File: src/rtl/prbs_checker_sat_counter.sv
// Saturating up-counter with synchronous clear.
module sat_counter #(
  parameter int CNT_W = 16
) (
  input  logic             clk,
  input  logic             rst_n,
  input  logic             inc,
  input  logic             clr,
  output logic [CNT_W-1:0] q
);

  always_ff @(posedge clk or negedge rst_n) begin
    if (!rst_n) begin
      q <= '0;
    end else if (clr) begin
      q <= '0;
    end else if (inc && (q != '1)) begin
      q <= q + 1'b1;
    end
  end

endmodule

File: config.mk
export PLATFORM = sky130hd
export DESIGN_NAME = sat_counter
export DESIGN_NICKNAME = d
export VERILOG_FILES = /design/src/rtl/prbs_checker_sat_counter.sv
export SDC_FILE = /design/constraint.sdc
export NUM_CORES = 1
export LEC_CHECK = 0
export ABC_AREA = 0
export BUFFER_PORTS_ARGS = -buffer_cell sky130_fd_sc_hd__buf_2
export CAP_MARGIN = 15
export CORE_UTILIZATION = 52
export DETAILED_ROUTE_END_ITERATION = 6
export MAX_ROUTING_LAYER = met4
export PLACE_DENSITY = 0.77
export SKIP_CTS_REPAIR_TIMING = 1
export SLEW_MARGIN = 10
export SYNTH_ARGS = -nofsm -noshare
export SYNTH_HDL_FRONTEND = slang
export SYNTH_SLANG_ARGS = --single-unit
File: constraint.sdc
create_clock -name clk -period 2.07 [get_ports clk]
set_clock_uncertainty 0.15 [all_clocks]
set_input_delay 0.207 -clock clk [delete_from_list [all_inputs] [get_ports clk]]
set_output_delay 0.207 -clock clk [all_outputs]
set_load 0.02 [all_outputs]
==> impl_metrics.json <==
{
  "outcome": "finished, final reports clean",
  "final_max_slew_viol_count": 0,
  "critPathLaunchType": "register",
  "regMostFlops": "q",
  "numPortBuffers": 19,
  "cp.arrival_ps": 1990,
  "finalCritPeriodShare": 0.952,
  "critPathTopFamily": "simple AND/OR/NAND/NOR gates",
  "max_freq_mhz": 507,
  "p_int_mw": 0.396,
  "rows": 15,
  "swShare": 0.239,
  "ir_drop_mv": 0.355,
  "setup_tns_ps": 0,
  "viasPerCell": 6.04,
  "reg_top3": "q (16)",
  "rsz0062_at_grt": "false",
  "ys_top_cells_by_area": "dfrtp_1 (42%), a21oi_1 (5.8%), o31ai_1 (5.6%)",
  "io_pins": 20,
  "switchingPower_mw": 0.124,
  "largest_register_ffs": 16,
  "syn_area_per_cell_um2": 9.61,
  "synthFlopType": "dfrtp_1",
  "ys_async_sr_fraction": 1.00,
  "grt_pass1_wl_um": 3310,
  "avgRoutedWirePerCell_um": 14.6,
  "relSlewSlack": 0.615,
  "setup_viol": 0,
  "slowest_delay_ps": 460,
  "netlist.area_leader.share": 0.425,
  "grt_util_all_layers": 0.239,
  "leakage_nw": 0.519,
  "die_area_um2": 1990,
  "synth.net_count": 103,
  "clkPwrFrac": 0.306,
  "crit_path_cell_trace": "and3_1 -> nand4_1 -> nor4_1 -> mux2_1",
  "cts_buffers": 3,
  "ys_seq_elements": 16,
  "htree_num_levels": 1,
  "synth_most_common_cell": "dfrtp_1",
  "combPwrFrac": 0.085,
  "nets": 129,
  "initial_core_util": 0.552,
  "cp_max_fo": 7,
  "ys_types": 28,
  "via_count": 888,
  "placedCellCount": 142,
  "final_area_um2": 1120,
  "clk_latency_ps": 280,
  "slowest_stage": "nor4_1",
  "grt_pass1_vias": 777,
  "antenna_found_initial": 0,
  "yosysWarnings": 0,
  "cts-root-buf": "clkbuf_4",
  "placed_area_um2": 1080,
  "dp_hpwl_um": 1470,
  "synth_top_cell_by_area": "dfrtp_1",
  "drive_gt1_frac": 0.311,
  "grt_max_degree": 23,
  "synth_commonest_cells": "dfrtp_1 (16), a21oi_1 (11), o31ai_1 (7)",
  "seqPwrFrac": 0.609,
  "syn2layout_area_growth_pct": 19.1,
  "die_w_um": 44.6,
  "tightest_slew_ps": 578,
  "synth_edf_count": 0,
  "crit_buf_inv": 0,
  "ant_nets": 0,
  "clk_pin_slew_ps": 90,
  "clockBufferDepth": 2,
  "routed_wl_um": 2150,
  "first_pass_iters": 4,
  "layout.cells.non_filler": 147,
  "gp_congestion": 0.848,
  "synthCells": 98,
  "required_ps": 2080,
  "cp-end-kind": "register",
  "drt_iter0_markers": 23,
  "period_needed_ps": 1970,
  "yosysSeqAreaShare": 0.425,
  "hp-class": "input pin to register",
  "p_per_area_nw_per_um2": 464,
  "die_y_um": 44.6,
  "antenna-diode-count": 0,
  "holdWs_ps": 70.4,
  "drc": 0,
  "final_hold_viol_count": 0,
  "syn-cell-area_um2": 942,
  "globalRouteOverflowTotal": 0,
  "cap_violations": 0,
  "cts_tree": "yes",
  "crit_type": "register to register",
  "coreArea_um2": 1710,
  "clock_sinks": 16
}
[layout by cell type, fill, tap and decap left out, types with 3 or more instances in the layout]
cell type / instances
nand4_1: 6
mux2_1: 4
o21ai_1: 3
nor2b_1: 4
a21oi_1: 11
buf_4: 6
clkbuf_4: 3
or4_1: 5
dfrtp_1: 16
nand3_1: 3
buf_2: 19
o31ai_1: 7
nor2_1: 4
inv_1: 3
nand2_1: 6
nor4_1: 4
[worst reg2reg max path: stages (launching register included)]
cell and delay (ps):
dfrtp_1 440, and3_1 250, nand4_1 180, nor4_1 460, mux2_1 360
[through the flow]
stage | utilization | setup WS, ps | power [mW]
2_1_floorplan | - | 36.6 | 0.346
3_3_place_gp | 0.632 | 137 | 0.362
3_5_place_dp | 0.632 | 72.2 | 0.364
4_1_cts | 0.645 | 33.8 | 0.520
5_1_grt | 0.657 | 21.9 | 0.547
6_report | 0.657 | 98.4 | 0.521
[final cells by class]
type	instances	area, um^2
Clock buffer	3	22.5
Fill cell	159	586
Inverter	3	11.3
Multi-Input combinational cell	74	507
Sequential cell	16	400
Tap cell	25	31.3
Timing Repair Buffer	26	150
[path summary, 6_finish.rpt]
kind | start | end | slack [ps] | depth (start not counted)
setup reg to reg | q[8]$_DFFE_PN0P_ | q[15]$_DFFE_PN0P_ | 100 | 4
max in group asynchronous | rst_n | q[4]$_DFFE_PN0P_ | 1270 | 2
hold / removal | inc | q[1]$_DFFE_PN0P_ | 70 | 3
setup / recovery | q[8]$_DFFE_PN0P_ | q[15]$_DFFE_PN0P_ | 100 | 4
hold reg to reg | q[10]$_DFFE_PN0P_ | q[10]$_DFFE_PN0P_ | 450 | 2
min in group asynchronous | rst_n | q[12]$_DFFE_PN0P_ | 220 | 2
[logic make-up after synthesis]
group           count (synthesis)  share of synthesized area
buf+inv                         8                     0.0398
mux                             4                     0.0478
fa+ha+maj                       1                     0.0133
simple gates                   45                      0.312
compound gates                 24                      0.162
flops                          16                      0.425
[power groups by stage]
stage	sequential, mW	clock, mW	combinational, mW
floorplan	0.328	0	0.0176
global placement	0.324	0	0.0387
global route	0.318	0.180	0.0488
CTS	0.318	0.162	0.0404
detailed placement	0.324	0	0.0400
finish	0.317	0.159	0.0441
[layer usage]
metal	share of wire	wire length, um	GRT usage
met1	0.47	1000	0.308
met2	0.47	1020	0.350
met3	0.047	101	0.0245
met4	0.015	33	0.164
met5	0	0	-
Note: power is estimated with default switching activity, not from simulation.
